File: src/rtl/reg_bank_ctrl.sv
// Configuration register bank shared by the SPI slave and a core requester.
// SPI writes have priority, core accesses use req/gnt, and fast commands drive clear/lock/status.
module reg_bank_ctrl #(
  parameter int ADDR_W = 3,
  parameter int REG_W  = 8
) (
  input  logic                             clk,
  input  logic                             nrst,
  input  logic [ADDR_W-1:0]                spi_addr,
  input  logic [REG_W-1:0]                 spi_wdata,
  input  logic                             spi_wvld,
  output logic [REG_W-1:0]                 spi_rdata,
  input  logic [5:0]                       fastcmd,
  input  logic                             fastcmd_vld,
  output logic [7:0]                       status,
  input  logic                             core_req,
  input  logic                             core_we,
  input  logic [ADDR_W-1:0]                core_addr,
  input  logic [REG_W-1:0]                 core_wdata,
  output logic                             core_gnt,
  output logic [REG_W-1:0]                 core_rdata,
  output logic                             core_rvld,
  output logic [(2**ADDR_W)*REG_W-1:0]     regs_flat
);

  localparam int         DEPTH     = 2**ADDR_W;
  localparam logic [5:0] CMD_CLEAR = 6'h01;
  localparam logic [5:0] CMD_LOCK  = 6'h02;
  localparam logic [5:0] CMD_UNLCK = 6'h03;
  localparam logic [5:0] CMD_CLRST = 6'h04;

  typedef enum logic {
    ST_IDLE  = 1'b0,
    ST_CLEAR = 1'b1
  } state_t;

  state_t              r_state;
  state_t              w_state_nxt;
  logic [ADDR_W-1:0]   r_clr_ptr;
  logic [ADDR_W-1:0]   w_clr_ptr_nxt;
  logic [REG_W-1:0]    r_bank [DEPTH];
  logic                r_lock;
  logic                r_drop;
  logic [3:0]          r_coll;
  logic [REG_W-1:0]    r_core_rdata;
  logic                r_core_rvld;

  logic w_cmd_clear;
  logic w_cmd_lock;
  logic w_cmd_unlock;
  logic w_cmd_clrst;
  logic w_busy;
  logic w_gnt;
  logic w_ptr_last;
  logic w_collision;

  assign w_cmd_clear  = fastcmd_vld & (fastcmd == CMD_CLEAR);
  assign w_cmd_lock   = fastcmd_vld & (fastcmd == CMD_LOCK);
  assign w_cmd_unlock = fastcmd_vld & (fastcmd == CMD_UNLCK);
  assign w_cmd_clrst  = fastcmd_vld & (fastcmd == CMD_CLRST);
  assign w_busy       = (r_state == ST_CLEAR);
  assign w_gnt        = core_req & ~w_busy & ~spi_wvld;
  assign w_ptr_last   = (r_clr_ptr == {ADDR_W{1'b1}});
  assign w_collision  = core_req & spi_wvld;

  // State and clear-pointer registers
  always_ff @(posedge clk or negedge nrst) begin
    if (!nrst) begin
      r_state   <= ST_IDLE;
      r_clr_ptr <= {ADDR_W{1'b0}};
    end else begin
      r_state   <= w_state_nxt;
      r_clr_ptr <= w_clr_ptr_nxt;
    end
  end

  // Next-state logic; a clear command in CLEAR restarts the sweep from address 0
  always_comb begin
    w_state_nxt   = r_state;
    w_clr_ptr_nxt = r_clr_ptr;
    case (r_state)
      ST_IDLE: begin
        if (w_cmd_clear) begin
          w_state_nxt   = ST_CLEAR;
          w_clr_ptr_nxt = {ADDR_W{1'b0}};
        end else begin
          w_state_nxt   = ST_IDLE;
        end
      end
      ST_CLEAR: begin
        if (w_cmd_clear) begin
          w_clr_ptr_nxt = {ADDR_W{1'b0}};
        end else if (w_ptr_last) begin
          w_state_nxt   = ST_IDLE;
          w_clr_ptr_nxt = {ADDR_W{1'b0}};
        end else begin
          w_clr_ptr_nxt = r_clr_ptr + ADDR_W'(1);
        end
      end
      default: begin
        w_state_nxt   = ST_IDLE;
        w_clr_ptr_nxt = {ADDR_W{1'b0}};
      end
    endcase
  end

  // Register bank: clear sweep, then SPI write, then granted core write
  always_ff @(posedge clk or negedge nrst) begin
    if (!nrst) begin
      for (int i = 0; i < DEPTH; i++) begin
        r_bank[i] <= {REG_W{1'b0}};
      end
    end else if (w_busy) begin
      r_bank[r_clr_ptr] <= {REG_W{1'b0}};
    end else if (spi_wvld) begin
      r_bank[spi_addr] <= spi_wdata;
    end else if (w_gnt & core_we & ~r_lock) begin
      r_bank[core_addr] <= core_wdata;
    end
  end

  // Core read return path
  always_ff @(posedge clk or negedge nrst) begin
    if (!nrst) begin
      r_core_rdata <= {REG_W{1'b0}};
      r_core_rvld  <= 1'b0;
    end else begin
      r_core_rvld <= w_gnt & ~core_we;
      if (w_gnt & ~core_we) begin
        r_core_rdata <= r_bank[core_addr];
      end
    end
  end

  // Lock, sticky drop flag and saturating collision counter; clear-status wins
  always_ff @(posedge clk or negedge nrst) begin
    if (!nrst) begin
      r_lock <= 1'b0;
      r_drop <= 1'b0;
      r_coll <= 4'd0;
    end else begin
      if (w_cmd_lock) begin
        r_lock <= 1'b1;
      end else if (w_cmd_unlock) begin
        r_lock <= 1'b0;
      end
      if (w_cmd_clrst) begin
        r_drop <= 1'b0;
        r_coll <= 4'd0;
      end else begin
        if (w_busy & spi_wvld) begin
          r_drop <= 1'b1;
        end
        if (w_collision & (r_coll != 4'hF)) begin
          r_coll <= r_coll + 4'd1;
        end
      end
    end
  end

  genvar g;
  generate
    for (g = 0; g < DEPTH; g++) begin : g_flat
      assign regs_flat[g*REG_W +: REG_W] = r_bank[g];
    end
  endgenerate

  assign spi_rdata  = r_bank[spi_addr];
  assign core_gnt   = w_gnt;
  assign core_rdata = r_core_rdata;
  assign core_rvld  = r_core_rvld;
  assign status     = {w_busy, r_lock, r_drop, 1'b0, r_coll};

endmodule

File: config.mk
export PLATFORM = sky130hd
export DESIGN_NAME = reg_bank_ctrl
export DESIGN_NICKNAME = d
export VERILOG_FILES = /design/src/rtl/reg_bank_ctrl.sv
export SDC_FILE = /design/constraint.sdc
export NUM_CORES = 1
export LEC_CHECK = 0
export BUFFER_PORTS_ARGS = -buffer_cell sky130_fd_sc_hd__buf_2
export CAP_MARGIN = 5
export CORE_MARGIN = 5
export CORE_UTILIZATION = 52
export CTS_BUF_LIST = sky130_fd_sc_hd__clkbuf_16
export DETAILED_ROUTE_END_ITERATION = 7
export PLACE_DENSITY = 0.78
export SLEW_MARGIN = 25
export SYNTH_ARGS = -nofsm -noshare
export SYNTH_HDL_FRONTEND = slang
export SYNTH_SLANG_ARGS = --single-unit
export TNS_END_PERCENT = 30
File: constraint.sdc
create_clock -name clk -period 3.85 [get_ports clk]
set_clock_uncertainty 0.1 [all_clocks]
set_input_delay 0.1925 -clock clk [delete_from_list [all_inputs] [get_ports clk]]
set_output_delay 0.1925 -clock clk [all_outputs]
set_load 0.02 [all_outputs]
==> run metrics, run 1 <==
DRT Wirelength=~18 mm; Final Cycle Share=about 57%; number of gates resized after CTS=0; DRC=0; initial antenna violation count=1; met1 Use GR=between 40% and 50%; sequential share of the synthesized area=between 30% and 40%; Synth area leaders=dfrtp_1, a22o_1, mux2i_1, o22ai_1, nand2_1; Yosys top cell by area=dfrtp_1; count of input and output buffers=122; async set or reset register ratio after synthesis=100.0%; Yosys warning count=0; Critical Path Sink Type=primary output; maxcap violations=0; Starting Density=~53%; top-count cell post-synth=dfrtp_1; GRT met3 Usage=7.047%; Root Buffer=clkbuf_16; post-CTS setup buffers=0; CTS clk-pin slew, worst paths=~0.06 ns; critical path data arrival time=1.91 ns; gr usage total=29.20%; CP startpoint kind=input pin; width of the die=about 110 um; RSZ-0062 raised after global routing=no; CTS tree=yes; # H-tree levels=3; worst vdd ir=around 0.35 mV; grt total ovfl=0; core footprint=a little under 10000 sq um; Most used DFF post-synth=dfrtp_1; first-pass GRT wire length=~27 mm; Syn Inst Count=approximately 520; CTS buffer count=9; Post-synth top cells=dfrtp_1, nand2_1, a22o_1, o22ai_1, mux2i_1; gr busiest metal=met2; vias in the first global route=4855; DIE AREA=between 10000 and 15000 sq um; CTS sink cnt=83; Pint=~0.0020 W; hpwl dp=between 10 and 15 mm; Iter 0 DRT Violations=707; Leak=slightly below 3 nW; Via density=between 6 and 7; Yosys top cell area share=between 30% and 40%; pin count of the biggest net entering global routing=84; Cell Pwr Density=around 540 nW/um^2; Avg WL per Cell=between 20 and 25 um; Layout area overhead=16.42%; die span in y=110.3 um; n_diodes=0; WP data required=~3.6 ns; Tmin final=~2.2 ns; final hold viol count=0; Distinct cells, synth=49; Logic pwr share=between 30% and 40%; Slew @ Worst Pin=0.7962 ns; relative slew slack=46.92%; CTS Buffer Depth=2; clock power share=approximately a quarter; Switching Fraction=~41%; critical path class=in -> out; clk_lat worst skew=0.34 ns; status=completed; total power draw=~0.0033 W; post-synthesis instance area=between 5000 and 6000 sq um; Pins Over Slew Limit=0; Sw Pwr=0.001333 W; placer congestion estimate=approximately 1.0; max frequency=about 450 MHz; Final TNS setup=0 ns; antenna viol nets, final=0; Hold Path Class=in -> reg; IO Pins=124; Setup violations, final=0; drt first pass iters=6; flops & latches, synth=83; highest net fanout along the worst path=27; register share of total power=about 40%; DR vias=5166; GR Layer Usage met2=between 40 and 50%; Post-synth EDFFs=0; Cell Rows=36; share of cells above drive strength 1=25.48%; # hold bufs at CTS=2; Post-Syn Area per Cell=between 9 and 10 sq um; syn_nets=561; Final #Nets=657; final core occ=between 60% and 70%
power groups by stage:
stage               logic (W)  clock network, W  registers [W]
floorplan            0.000621                 0        0.00139
global placement      0.00108                 0        0.00128
detailed placement    0.00111                 0        0.00129
CTS                   0.00112          0.000862        0.00128
global route          0.00121          0.000911        0.00131
finish                0.00113          0.000869        0.00129
placed cells by master (no fill, tap or decap), types with 4 or more instances in the layout:
cell / n
a21oi_1: 6
nand3_1: 7
o22a_1: 5
a21o_1: 11
a22oi_1: 19
nor2_1: 29
a31oi_1: 13
clkbuf_16: 9
a22o_1: 48
nand2_1: 55
buf_4: 4
inv_1: 5
mux2i_1: 38
a221o_1: 10
nor2b_1: 19
dfrtp_1: 83
mux2_2: 4
nor3b_1: 4
a32oi_1: 20
buf_2: 121
a221oi_1: 7
mux4_2: 7
o22ai_1: 48
o21ai_0: 6
nor3_1: 4
layer usage:
layer	vias to the layer above	part of all wire, %
met5	-	0.074
met4	2	1.9
met3	43	12
met2	381	45
met1	2490	40
li1	2250	-
logic make-up (layout without fill, tap and decap cells):
| kind of cell | after synthesis | count (layout) | share of synthesized area [%] |
|---|---|---|---|
| muxes | 49 | 49 | 11.15 |
| DFF | 83 | 83 | 39.73 |
| adders and majority gates | 3 | 3 | 0.7181 |
| AOI/OAI and AO/OA | 200 | 200 | 29.13 |
| other | 1 | 1 | 0.07174 |
| xor gates and xnor gates | 3 | 3 | 0.5027 |
| buffers and inverters | 48 | 148 | 5.433 |
| and+or+nand+nor | 137 | 137 | 13.26 |
state kept, by name, summed over array words and instances, names as in the netlist:
signal / flops
r_drop: 1
r_state: 1
core_rvld: 1
core_rdata: 8
regs_flat: 64
r_clr_ptr: 3
r_lock: 1
r_coll: 4
metrics by stage:
step	hold slack, ns	worst slack, ns	instances	instance area [sq um]
6_report	0.09350	1.644	757	6086
5_1_grt	0.09790	1.562	757	6086
4_1_cts	0.09119	1.652	757	6082
3_5_place_dp	0.3110	1.530	740	5772
3_3_place_gp	0.2940	1.598	740	5772
2_1_floorplan	-0.2031	1.883	524	5228
final timing paths:
path	start	endpoint	slack (ns)	cells after the start
worst max-delay path	spi_addr[1]	spi_rdata[4]	1.64	6
worst min-delay path	fastcmd[3]	r_lock	0.09	4
worst max register to register	r_lock	regs_flat[7]	1.71	4
worst min register to register	r_drop	r_drop	0.42	2
max in group asynchronous	nrst	regs_flat[50]	2.77	2
min in group asynchronous	nrst	r_coll[3]	0.37	2
area by class of cell:
| class | count | area [sq um] |
|---|---|---|
| Tap cell | 133 | 166.4 |
| Inverter | 5 | 18.77 |
| Timing Repair Buffer | 128 | 666.9 |
| Clock inverter | 6 | 65.06 |
| Fill cell | 859 | 3689 |
| Clock buffer | 9 | 225.2 |
| Sequential cell | 83 | 2077 |
| Multi-Input combinational cell | 393 | 2867 |
critical path, stage by stage:
cell and delay (ns):
buf_2 0.51, mux4_2 0.58, nor2_1 0.09, a21oi_1 0.05, a221o_1 0.31, buf_2 0.17
No activity file was read; power rests on OpenSTA's default activity.
==> inputs of run 2 (changes only) <==
--- a/config.mk
+++ b/config.mk
@@ -8,10 +8,10 @@
 export BUFFER_PORTS_ARGS = -buffer_cell sky130_fd_sc_hd__buf_2
 export CAP_MARGIN = 5
 export CORE_MARGIN = 5
-export CORE_UTILIZATION = 52
+export CORE_UTILIZATION = 49
 export CTS_BUF_LIST = sky130_fd_sc_hd__clkbuf_16
 export DETAILED_ROUTE_END_ITERATION = 7
-export PLACE_DENSITY = 0.78
+export PLACE_DENSITY = 0.77
 export SLEW_MARGIN = 25
 export SYNTH_ARGS = -nofsm -noshare
 export SYNTH_HDL_FRONTEND = slang
==> constraint.sdc (replaced) <==
create_clock -name clk -period 1.9 [get_ports clk]
set_clock_uncertainty 0.1 [all_clocks]
set_input_delay 0.095 -clock clk [delete_from_list [all_inputs] [get_ports clk]]
set_output_delay 0.095 -clock clk [all_outputs]
set_load 0.02 [all_outputs]
==> run metrics, run 2 (synthesized netlist as in run 1, its figures left out) <==
Avg WL per Cell=23.20 um (-0.50%); most frequent cells in the layout=buf_2, dfrtp_1, nand2_1; DRC=0 (unchanged); Cell Rows=37 (+2.8%); CTS tree=yes; total power draw=0.006860 W (+110%); antenna viol nets, final=0 (unchanged); Via density=6.717 (-1.6%); CTS clk-pin slew, worst paths=0.06 ns (about the same); grt total ovfl=0 (unchanged); worst path bufs/invs=1 (-1); delay-heaviest family, CP=multiplexers; final hold viol count=0 (unchanged); CP startpoint kind=register; post-route cell area=6482 sq um (+6.5%); hpwl dp=14.23 mm (+10%); DR vias=5414 (+4.8%); first-pass GRT wire length=29.08 mm (+8.2%); Final Cycle Share=106.3%; die span in y=113.3 um (+2.7%); Final #Nets=702 (+6.8%); DIE AREA=12830 sq um (+5.6%); Fillers=896 (+4.3%); initial antenna violation count=0 (-1); CP cell instances=mux4_2 > nor2_2 > a21oi_1 > a221o_1 > buf_2; slowest stage delay, CP=0.47 ns (-0.11 ns); status=finished, violations left; max frequency=~500 MHz; Leak=3.132 nW (+8.2%); Pins Over Slew Limit=0 (unchanged); highest net fanout along the worst path=2 (-93%); Iter 0 DRT Violations=710 (+0.42%); CTS buffer count=9 (unchanged); width of the die=113.3 um (+2.7%); count of input and output buffers=122 (unchanged); number of flip-flops in the largest register=64 (unchanged); most common cell after layout, fill and taps aside=buf_2; critical path class=reg -> out; vias in the first global route=5144 (+6.0%); slowest cell on the critical path=mux4_2; WP data required=1.70 ns (-1.86 ns); n_diodes=0 (unchanged); setup ws final=-0.1195 ns (-1.763 ns); worst vdd ir=0.7499 mV (+120%); gr usage total=28.95% (-0.26 points); Cell Pwr Density=1058 nW/um^2 (+96%); core footprint=10370 sq um (+6.1%); CTS Buffer Depth=2 (unchanged); maxcap violations=0 (unchanged); clk_lat worst skew=0.34 ns (about the same); # H-tree levels=3 (unchanged); Placed Area=6091 sq um (+5.5%); Starting Density=50.41% (-3.1 points); critical path data arrival time=1.82 ns (-0.09 ns); Root Buffer=clkbuf_16; CTS sink cnt=83 (unchanged); Setup violations, final=2 (+2); pin count of the biggest net entering global routing=57 (-32%); IO Pins=124 (unchanged); failing checks=negative setup slack; Hold Path Class=in -> reg; drt first pass iters=5 (-1); RSZ-0062 raised after global routing=yes; placer congestion estimate=1.009 (+0.96%); Tmin final=roughly 2 ns; Layout area overhead=24.01%; share of cells above drive strength 1=31.49% (+6.0 points); Critical Path Sink Type=primary output; DRT Wirelength=18.70 mm (+5.9%)
run 2: cell types whose count changed in the layout (fill, tap and decap cells not counted), sizes merged:
cell         change
clkinvlp         +1
buf             +43
dlygate4sd3      +2
inv              +1
clkinv           -1
run 2: per-stage QoR:
| stage | hold slack, ns | setup slack [ns] | TNS, ns | std cells | utilization (%) |
|---|---|---|---|---|---|
| after global placement | -0.06456 | 0.1533 | 0 | 781 | 58.74 |
| after CTS | 0.008951 | -0.1084 | -0.1955 | 804 | 62.16 |
| after global routing | 0.01586 | -0.1507 | -0.2298 | 806 | 62.51 |
| after detailed placement | -0.05713 | 0.09713 | 0 | 781 | 58.74 |
| final | 0.01564 | -0.1195 | -0.1496 | 806 | 62.51 |
| after floorplan | -0.3006 | 0.1659 | 0 | 524 | - |
run 2: path summary, 6_finish.rpt:
| check | start | end | slack (ns) | cells past startpoint |
|---|---|---|---|---|
| worst min-delay path | spi_wdata[3] | regs_flat[11] | 0.02 | 3 |
| worst max-delay path | regs_flat[20] | spi_rdata[4] | -0.12 | 5 |
| max in group asynchronous | nrst | regs_flat[25] | 0.94 | 3 |
| worst max register to register | r_clr_ptr[0] | regs_flat[25] | 0.07 | 4 |
| min in group asynchronous | nrst | r_clr_ptr[0] | 0.11 | 2 |
| worst min register to register | r_drop | r_drop | 0.41 | 2 |
run 2: repair_timing:
item                                    in CTS  in global routing
endpoints found under the setup margin       3                 18
hold endpoints to repair                    85                  0
buffers inserted                             3                  2
resized for setup                            0                 11
hold buffers                                 4                  0
pin swaps                                    0                  1
run 2: power breakdown:
part           switching (W)  internal, W
Clock               0.000738      0.00102
Sequential          0.000441      0.00213
Combinational        0.00158     0.000961
run 2: per-layer routing:
metal	share of wire [%]	vias up	wire length (um)	track usage, %
li1	-	2346	-	-
met1	40	2574	7525	40.51
met2	45	436	8323	43.21
met3	12	58	2324	8.663
met4	2.8	0	527	9.135
met5	0	-	0	0
run 2: final cells by class:
type	count	area, sq um	area share, %
inverter	5	18.77	0.2895
sequential	83	2083	32.14
clock buffer	9	225.2	3.474
clock inverter	7	67.56	1.042
tap	136	170.2	2.625
multi-input combinational	393	2878	44.39
timing repair buffer	173	1040	16.04
run 2: worst register-to-register path, delay by kind of cell (launching register included):
kind | cells | cell delay (ns)
compound gates | 3 | 0.98
buf+inv | 1 | 0.14
flops | 1 | 0.49
